===== config.mk =====
export PLATFORM = sky130hd
export DESIGN_NAME = arbitro_escrita
export DESIGN_NICKNAME = d
export VERILOG_FILES = /design/src/rtl/arbitro_escrita_pkg.sv /design/src/rtl/arbitro_escrita_fila.sv /design/src/rtl/arbitro_escrita.sv
export SDC_FILE = /design/constraint.sdc
export NUM_CORES = 1
export LEC_CHECK = 0
export BUFFER_PORTS_ARGS = -buffer_cell sky130_fd_sc_hd__buf_2
export CAP_MARGIN = 20
export CORE_UTILIZATION = 45
export CTS_BUF_LIST = sky130_fd_sc_hd__clkbuf_2
export DETAILED_ROUTE_END_ITERATION = 12
export PLACE_DENSITY_LB_ADDON = 0.2
export SKIP_CTS_REPAIR_TIMING = 1
export SLEW_MARGIN = 5
export SYNTH_ARGS = -nofsm -noshare
export SYNTH_HDL_FRONTEND = slang
export SYNTH_HIERARCHICAL = 1
export SYNTH_SLANG_ARGS = --single-unit
export TNS_END_PERCENT = 1

===== constraint.sdc =====
create_clock -name clk -period 3.3 [get_ports clk]
set_input_delay 0.33 -clock clk [delete_from_list [all_inputs] [get_ports clk]]
set_output_delay 0.33 -clock clk [all_outputs]
set_load 0.01 [all_outputs]

===== src/rtl/arbitro_escrita_pkg.sv =====
// arbitro_escrita_pkg: shared sizes and writeback source encoding
package arbitro_escrita_pkg;
    localparam int NUM_REG   = 32;
    localparam int LARG_END  = 5;
    localparam int LARG_DADO = 32;
    localparam int PROF_FILA = 2;
    typedef enum logic {
        FONTE_ALU = 1'b0,
        FONTE_MEM = 1'b1
    } fonte_t;
endpackage


===== src/rtl/arbitro_escrita_fila.sv =====
// fila_escrita: small circular FIFO holding pending writebacks of one source
module fila_escrita #(
    parameter int LARG = 37,
    parameter int PROF = 2
) (
    input  logic            clk,
    input  logic            reset,
    input  logic            push_i,
    input  logic            pop_i,
    input  logic [LARG-1:0] dado_i,
    output logic            pronto_o,
    output logic            vazia_o,
    output logic [LARG-1:0] cabeca_o
);
    localparam int LP = (PROF > 1) ? $clog2(PROF) : 1;
    localparam int LC = $clog2(PROF + 1);
    logic [LARG-1:0] mem_q [PROF];
    logic [LP-1:0]   rd_q, rd_d, wr_q, wr_d;
    logic [LC-1:0]   cnt_q, cnt_d;

    function automatic logic [LP-1:0] prox(input logic [LP-1:0] p);
        return (p == LP'(PROF - 1)) ? '0 : p + 1'b1;
    endfunction

    always_comb begin
        rd_d     = pop_i ? prox(rd_q) : rd_q;
        wr_d     = push_i ? prox(wr_q) : wr_q;
        cnt_d    = cnt_q + LC'(push_i) - LC'(pop_i);
        pronto_o = cnt_q != LC'(PROF);
        vazia_o  = cnt_q == '0;
        cabeca_o = mem_q[rd_q];
    end

    always_ff @(posedge clk or negedge reset) begin
        if (!reset) begin
            rd_q  <= '0;
            wr_q  <= '0;
            cnt_q <= '0;
        end else begin
            rd_q  <= rd_d;
            wr_q  <= wr_d;
            cnt_q <= cnt_d;
        end
    end

    // contents need no reset: occupancy alone decides what is valid
    always_ff @(posedge clk) begin
        if (push_i) mem_q[wr_q] <= dado_i;
    end
endmodule


===== src/rtl/arbitro_escrita.sv =====
// arbitro_escrita: round-robin writeback arbiter between ALU and load paths
// with a per-register pending-write scoreboard for decode hazard detection.
module arbitro_escrita
    import arbitro_escrita_pkg::*;
#(
    parameter int NUM_REG   = arbitro_escrita_pkg::NUM_REG,
    parameter int LARG_DADO = arbitro_escrita_pkg::LARG_DADO,
    parameter int PROF_FILA = arbitro_escrita_pkg::PROF_FILA
) (
    input  logic                 clk,
    input  logic                 reset,
    input  logic                 alu_valid,
    output logic                 alu_ready,
    input  logic [LARG_END-1:0]  alu_end,
    input  logic [LARG_DADO-1:0] alu_dado,
    input  logic                 mem_valid,
    output logic                 mem_ready,
    input  logic [LARG_END-1:0]  mem_end,
    input  logic [LARG_DADO-1:0] mem_dado,
    input  logic                 reserva_valid,
    input  logic [LARG_END-1:0]  reserva_end,
    output logic                 reserva_ok,
    input  logic [LARG_END-1:0]  consulta1,
    input  logic [LARG_END-1:0]  consulta2,
    output logic                 conflito,
    output logic [LARG_END-1:0]  endRegDest,
    output logic [LARG_DADO-1:0] dado,
    output logic                 sinalEscrita,
    output logic                 erro
);
    localparam int LE = LARG_END + LARG_DADO;
    logic [LE-1:0]        cab_a, cab_m;
    logic                 vaz_a, vaz_m, push_a, push_m, g_a, g_m;
    logic                 inc, dec, mesmo;
    logic [LARG_END-1:0]  gend, end_q, end_d;
    logic [LARG_DADO-1:0] gdado, dado_q, dado_d;
    logic                 sinal_q, sinal_d, erro_q, erro_d;
    logic [1:0]           cnt_q [NUM_REG];
    logic [1:0]           cnt_d [NUM_REG];
    fonte_t               ult_q, ult_d;

    assign push_a = alu_valid & alu_ready;
    assign push_m = mem_valid & mem_ready;

    fila_escrita #(.LARG(LE), .PROF(PROF_FILA)) u_fila_alu (
        .clk(clk), .reset(reset), .push_i(push_a), .pop_i(g_a),
        .dado_i({alu_end, alu_dado}), .pronto_o(alu_ready),
        .vazia_o(vaz_a), .cabeca_o(cab_a)
    );

    fila_escrita #(.LARG(LE), .PROF(PROF_FILA)) u_fila_mem (
        .clk(clk), .reset(reset), .push_i(push_m), .pop_i(g_m),
        .dado_i({mem_end, mem_dado}), .pronto_o(mem_ready),
        .vazia_o(vaz_m), .cabeca_o(cab_m)
    );

    always_comb begin
        g_a           = ~vaz_a & (vaz_m | (ult_q == FONTE_MEM));
        g_m           = ~vaz_m & ~g_a;
        {gend, gdado} = g_a ? cab_a : cab_m;
        ult_d         = g_a ? FONTE_ALU : (g_m ? FONTE_MEM : ult_q);
        reserva_ok    = cnt_q[reserva_end] != 2'd3;
        conflito      = (cnt_q[consulta1] != 2'd0) | (cnt_q[consulta2] != 2'd0);
        dec           = (g_a | g_m) & (gend != '0);
        inc           = reserva_valid & reserva_ok & (reserva_end != '0);
        // a reservation and a write to the same register cancel out
        mesmo         = inc & dec & (reserva_end == gend);
        erro_d        = erro_q | (dec & ~mesmo & (cnt_q[gend] == 2'd0));
        sinal_d       = dec;
        end_d         = (g_a | g_m) ? gend : end_q;
        dado_d        = (g_a | g_m) ? gdado : dado_q;
        for (int i = 0; i < NUM_REG; i++) begin
            cnt_d[i] = cnt_q[i];
            if (!mesmo && inc && reserva_end == LARG_END'(i)) cnt_d[i] = cnt_q[i] + 2'd1;
            if (!mesmo && dec && gend == LARG_END'(i) && cnt_q[i] != 2'd0) cnt_d[i] = cnt_q[i] - 2'd1;
        end
        cnt_d[0] = 2'd0;
    end

    always_ff @(posedge clk or negedge reset) begin
        if (!reset) begin
            ult_q   <= FONTE_MEM;
            erro_q  <= 1'b0;
            sinal_q <= 1'b0;
            end_q   <= '0;
            dado_q  <= '0;
            cnt_q   <= '{default: 2'd0};
        end else begin
            ult_q   <= ult_d;
            erro_q  <= erro_d;
            sinal_q <= sinal_d;
            end_q   <= end_d;
            dado_q  <= dado_d;
            cnt_q   <= cnt_d;
        end
    end

    assign endRegDest   = end_q;
    assign dado         = dado_q;
    assign sinalEscrita = sinal_q;
    assign erro         = erro_q;
endmodule


==> results of run 1 <==
registers in the layout, summed over array words and instances, names as in the netlist:
signal            cells
u_fila_alu/mem_q     74
u_fila_mem/mem_q     74
cnt_q                62
dado                 32
endRegDest            5
u_fila_alu/cnt_q      2
u_fila_mem/cnt_q      2
erro                  1
sinalEscrita          1
u_fila_alu/rd_q       1
u_fila_alu/wr_q       1
u_fila_mem/rd_q       1
u_fila_mem/wr_q       1
ult_q                 1
kinds of logic (layout without fill, tap and decap cells):
logic type / after synthesis / in the layout / synth area share
compound gates: 303 / 303 / 0.149
simple gates: 293 / 293 / 0.108
flops: 258 / 258 / 0.556
mux: 120 / 120 / 0.139
buf+inv: 95 / 420 / 0.0357
xor+xnor: 9 / 9 / 0.00841
fa+ha+maj: 4 / 4 / 0.00387
other cells: 0 / 2 / 0
per-layer routing:
| layer | wire length (um) | up-vias |
|---|---|---|
| met1 | 15400 | 4885 |
| met2 | 16800 | 398 |
| met5 | 0 | - |
| met3 | 2680 | 66 |
| li1 | - | 4637 |
| met4 | 797 | 0 |
Yosys cell counts, types with 3 or more instances:
cell type,instances,area (um^2)
a2111oi_0,3,26.3
dfrtp_1,109,2730
a21o_1,11,82.6
buf_6,10,113
mux2_2,40,450
a21bo_1,3,30.0
nor2_1,96,360
mux2i_1,12,120
o21ai_0,83,415
a211oi_1,7,52.6
a221oi_1,3,26.3
a21oi_1,86,430
a22oi_1,3,22.5
o21bai_1,33,248
and2_1,8,50.1
a31o_2,3,26.3
nor3_4,3,48.8
mux4_2,27,608
nand2b_1,11,68.8
o311ai_0,3,26.3
nor3_1,22,110
or3_1,3,18.8
o21a_1,8,60.1
inv_1,37,139
xor2_1,5,43.8
buf_4,4,30.0
ha_1,4,50.1
nand3_1,23,115
and3_1,21,131
buf_2,11,55.1
a31oi_1,6,37.5
mux2_4,40,601
clkbuf_1,31,116
nand4_1,11,68.8
o21ai_1,3,15.0
nor2b_1,8,50.1
a311oi_1,9,78.8
nand2_1,78,293
edfxtp_1,148,4440
o22ai_1,13,81.3
stage by stage:
step / total power (W) / cell area, um^2
floorplan: 0.00943 / 12900
global placement: 0.0114 / 14200
detailed placement: 0.0116 / 14200
CTS: 0.0139 / 14800
global route: 0.0149 / 15600
finish: 0.0139 / 15600
layout make-up:
class / count / area, um^2 / area share
Timing Repair Buffer: 259 / 1820 / 0.117
Inverter: 38 / 143 / 0.00915
Tap cell: 378 / 473 / 0.0303
Antenna cell: 2 / 5.00 / 0.000321
Multi-Input combinational cell: 729 / 5310 / 0.341
Sequential cell: 258 / 7200 / 0.462
Clock inverter: 14 / 90.1 / 0.00578
Clock buffer: 109 / 546 / 0.0350
critical path, cell delays in order (launching register included):
cell       delay, ns
dfrtp_1         0.48
nor2b_1         0.17
a2111oi_0       0.54
or4_4           0.24
a22oi_4         0.07
nor2b_1         0.24
buf_2           0.18
worst paths after layout:
check / from / endpoint / slack [ns] / depth (start not counted)
max: cnt_q[12]$_DFFE_PN0P_ / reserva_ok / 0.17 / 6
min: reset / dado[13]$_DFFE_PN0P_ / 0.09 / 2
max reg2reg: u_fila_mem/cnt_q[1]$_DFF_PN0_ / cnt_q[26]$_DFFE_PN0P_ / 0.32 / 11
min reg2reg: endRegDest[1]$_DFFE_PN0P_ / endRegDest[1]$_DFFE_PN0P_ / 0.53 / 2
max in group asynchronous: reset / cnt_q[1]$_DFFE_PN0P_ / 2.33 / 3
min in group clk: alu_dado[6] / u_fila_alu/mem_q[0][6]$_DFFE_PP_ / 0.15 / 2
report_power, final:
| part | total, W | internal, W | switching [W] |
|---|---|---|---|
| logic | 0.00643 | 0.00263 | 0.00380 |
| clock network | 0.00231 | 0.000898 | 0.00141 |
| registers | 0.00518 | 0.00448 | 0.000702 |
==> flow_metrics.tcl, run 1 <==
set metrics [dict create \
    status "completed" \
    routed_wl_um 35700 \
    syn_area_um2 12900 \
    critPathRequiredTime_ns 2.97 \
    slew_headroom 0.312 \
    dieArea_um2 29400 \
    yosysSeqAreaShare 0.556 \
    grtUsageMet2 0.379 \
    ys_ff_latch 258 \
    die_w_um 172 \
    start_util 0.462 \
    core_um2 28000 \
    dp_slack_ns 0.307 \
    grt_usage 0.245 \
    met1_usage 0.331 \
    clock_latency_ns 0.91 \
    final_common_cell "edfxtp_1" \
    synthCells 1082 \
    synthesis.nets 1180 \
    drive_gt1_frac 0.310 \
    dpl.hpwl_um 24000 \
    yosys.cell_types.count 71 \
    p_leak_nw 6.37 \
    dr.pass1.iters 6 \
    fmax_mhz 319 \
    wl_per_cell_um 20.0 \
    met3_usage 0.0640 \
    drc_errors 0 \
    rsz0062_at_grt "no" \
    vias_per_cell 5.59 \
    cts_buffers 70 \
    hp-class "input pin to async pin" \
    synthArstFlopShare 0.426 \
    post-route-util 0.557 \
    fin_crit_sh 0.949 \
    whs_ns 0.0914 \
    crit_fanout 7 \
    cts_tree "yes" \
    synth_enable_flop_cells 148 \
    startpoint_type "flop" \
    num_vias 9986 \
    gp_congestion 0.972 \
    synth_ff_type "edfxtp_1" \
    root_buffer "clkbuf_2" \
    dp.cells 1585 \
    cellPowerDensity_nw_per_um2 892 \
    grt_max_degree 61 \
    arrival_ns 2.80 \
    antenna_left 0 \
    cap_violations 0 \
    finalClockSkew_ns 0.107 \
    io_buffers 136 \
    nNetsFinal 1454 \
    fp.dieH_um 172 \
    gr-total-overflow 0 \
    fill_cells 2420 \
    finalCriticalPeriod_ns 3.13 \
    hold_viol 0 \
    grt_pass1_wl_um 54100 \
    yosysWarnings 6 \
    setup_slack_ns 0.168 \
    drv_slew 0 \
    setup_viol 0 \
    cts_max_path_buffers 3 \
    end_kind "primary output" \
    areaGrowthSynthToFinish_pct 20.5 \
    antenna_found_initial 2 \
    path_clk_slew_ns 0.14 \
    layout_common_cells "148 x edfxtp_1, 135 x buf_2, 109 x clkbuf_2, 107 x dfrtp_1, 94 x nor2_1" \
    gr-max-usage-layer "met2" \
    cts.sinks 258 \
    grt_pass1_vias 9572 \
    post_synth.cell_area_avg_um2 12.0 \
    htree_levels 3 \
    max_slew.worst_pin.slew_ns 1.02 \
    ir_drop_mv 0.440 \
    fin_tns_setup_ns 0 \
    layoutNonFillerInstCount 1787 \
    ios 137 \
    drtIter0Drc 848 \
    criticalPathCategory "flop to primary output" \
    rows 61 \
]
Power figures use the tool's default switching activity.
==> inputs of run 2 (changes only) <==
==> constraint.sdc (replaced) <==
create_clock -name clk -period 4 [get_ports clk]
set_input_delay 0.4 -clock clk [delete_from_list [all_inputs] [get_ports clk]]
set_output_delay 0.4 -clock clk [all_outputs]
set_load 0.01 [all_outputs]
==> flow_metrics.tcl, run 2 (synthesized netlist as in run 1, its figures left out) <==
set metrics [dict create \
    status "completed" \
    core_um2 28000 \
    fill_cells 2432 \
    ios 137 \
    fp.dieH_um 172 \
    setup.worst_path.start "u_fila_alu/cnt_q[1]$_DFF_PN0_" \
    antenna_found_initial 4 \
    ir_drop_mv 0.383 \
    dpl.hpwl_um 23700 \
    io_buffers 136 \
    rrSetupSlack_ns 0.47 \
    dieArea_um2 29400 \
    r2r-end "cnt_q[58]$_DFFE_PN0P_" \
    root_buffer "clkbuf_2" \
    antenna_left 0 \
    cts.sinks 258 \
    grt_max_degree 57 \
    path_cells "nor2_2, buf_4, inv_2, a21o_1, inv_1, a21oi_2, nor4_1, and4b_1, nor3_4, a311oi_1, a21oi_1" \
    drive_gt1_frac 0.299 \
    multi_input_area_um2 5310 \
    areaGrowthSynthToFinish_pct 19.6 \
    top_regs "u_fila_alu/mem_q: 74 flops, u_fila_mem/mem_q: 74 flops, cnt_q: 62 flops" \
    total_power_w 0.0114 \
    p_leak_nw 6.29 \
    rsz0062_at_grt "no" \
    gr-max-usage-layer "met2" \
    fin_crit_sh 0.883 \
    slew_headroom 0.275 \
    hold_viol 0 \
    hp-class "input pin to async pin" \
    crit_fanout 33 \
    num_vias 9991 \
    dr.pass1.iters 5 \
    wl_per_cell_um 20.1 \
    grt_usage 0.246 \
    layout_common_cells "148 x edfxtp_1, 135 x buf_2, 109 x clkbuf_2, 107 x dfrtp_1, 94 x nor2_1" \
    finalClockSkew_ns 0.0939 \
    met1_usage 0.321 \
    drc_errors 0 \
    die_w_um 172 \
    regArea_um2 7200 \
    clock_latency_ns 0.88 \
    max_slew.worst_pin.slew_ns 1.09 \
    crit_path_top_delay_cell "and4b_1" \
    drtIter0Drc 896 \
    setup.worst_path.end "cnt_q[58]$_DFFE_PN0P_" \
    start_util 0.462 \
    final_common_cell "edfxtp_1" \
    drv_slew 0 \
    vias_per_cell 5.64 \
    path_clk_slew_ns 0.09 \
    finalCriticalPeriod_ns 3.53 \
    cellPowerDensity_nw_per_um2 738 \
    cts_max_path_buffers 3 \
    met3_usage 0.0713 \
    reg2reg_from "u_fila_alu/cnt_q[1]$_DFF_PN0_" \
    routed_wl_um 35600 \
    cap_violations 0 \
    grt_pass1_wl_um 54400 \
    rows 61 \
    worst_r2r_path_depth 11 \
    startpoint_type "flop" \
    gr-total-overflow 0 \
    grtUsageMet2 0.383 \
    cts_tree "yes" \
    max_stage_delay_ns 0.68 \
    grt_pass1_vias 9841 \
    nNetsFinal 1434 \
    htree_levels 3 \
    end_kind "flop" \
    fmax_mhz 283 \
    fin_tns_setup_ns 0 \
    setup_viol 0 \
    cts_buffers 70 \
    critPathRequiredTime_ns 4.70 \
    arrival_ns 4.24 \
    gp_congestion 0.919 \
    criticalPathCategory "flop to flop" \
]
run 2: cell count changes in the layout (fill, tap and decap cells not counted):
cell        change
buf_12          -1
clkinvlp_4      -1
clkinv_4        +2
clkinv_1        +4
bufinv_16       +1
clkinv_2        -1
inv_6           -1
buf_4          -19
diode_2         +2
run 2: report_power, final:
group | internal [W] | switching, W | leakage, nW
Clock | 0.000811 | 0.00114 | 0.515
Sequential | 0.00370 | 0.000603 | 2.64
Combinational | 0.00208 | 0.00309 | 3.13
Total | 0.00659 | 0.00484 | 6.29
run 2: area by class of cell:
class,count,area share
Clock inverter,18,0.00849
Sequential cell,258,0.465
Multi-Input combinational cell,729,0.343
Inverter,38,0.00922
Clock buffer,109,0.0352
Tap cell,378,0.0306
Timing Repair Buffer,239,0.107
Antenna cell,4,0.000647
run 2: worst min-delay path by stage:
| stage | to | from | cells after the start | slack (ns) |
|---|---|---|---|---|
| 4_1_cts | u_fila_alu/cnt_q[1]$_DFF_PN0_ | reset | 1 | -0.43 |
| 2_1_floorplan | cnt_q[0]$_DFFE_PN0P_ | reset | 0 | 0.10 |
| 5_1_grt | u_fila_mem/mem_q[0][4]$_DFFE_PP_ | mem_dado[4] | 2 | 0.12 |
| 6_report | dado[20]$_DFFE_PN0P_ | reset | 2 | 0.16 |
| 3_3_place_gp | endRegDest[2]$_DFFE_PN0P_ | endRegDest[2]$_DFFE_PN0P_ | 2 | 0.50 |
| 3_5_place_dp | endRegDest[2]$_DFFE_PN0P_ | endRegDest[2]$_DFFE_PN0P_ | 2 | 0.51 |
run 2: critical path: cells and delay by family, from the launching register on:
| kind | cells | cell delay [ns] |
|---|---|---|
| buf+inv | 3 | 0.72 |
| compound gates | 4 | 0.83 |
| flops | 1 | 0.43 |
| simple gates | 4 | 1.37 |
run 2: routing by layer:
| layer | part of all wire | vias to the layer above |
|---|---|---|
| li1 | - | 4615 |
| met1 | 0.43 | 4913 |
| met2 | 0.47 | 387 |
| met3 | 0.075 | 76 |
| met4 | 0.025 | 0 |
| met5 | 0 | - |
run 2: per-stage QoR:
| stage | setup slack, ns | utilization | instances | cell area (um^2) | hold WS (ns) |
|---|---|---|---|---|---|
| 2_1_floorplan | 1.15 | - | 1082 | 12900 | 0.104 |
| 3_3_place_gp | 0.623 | 0.501 | 1565 | 14000 | 0.502 |
| 3_5_place_dp | 0.523 | 0.501 | 1565 | 14000 | 0.514 |
| 4_1_cts | 0.437 | 0.525 | 1692 | 14700 | -0.428 |
| 5_1_grt | 0.198 | 0.553 | 1772 | 15500 | 0.122 |
| 6_report | 0.470 | 0.553 | 1773 | 15500 | 0.163 |
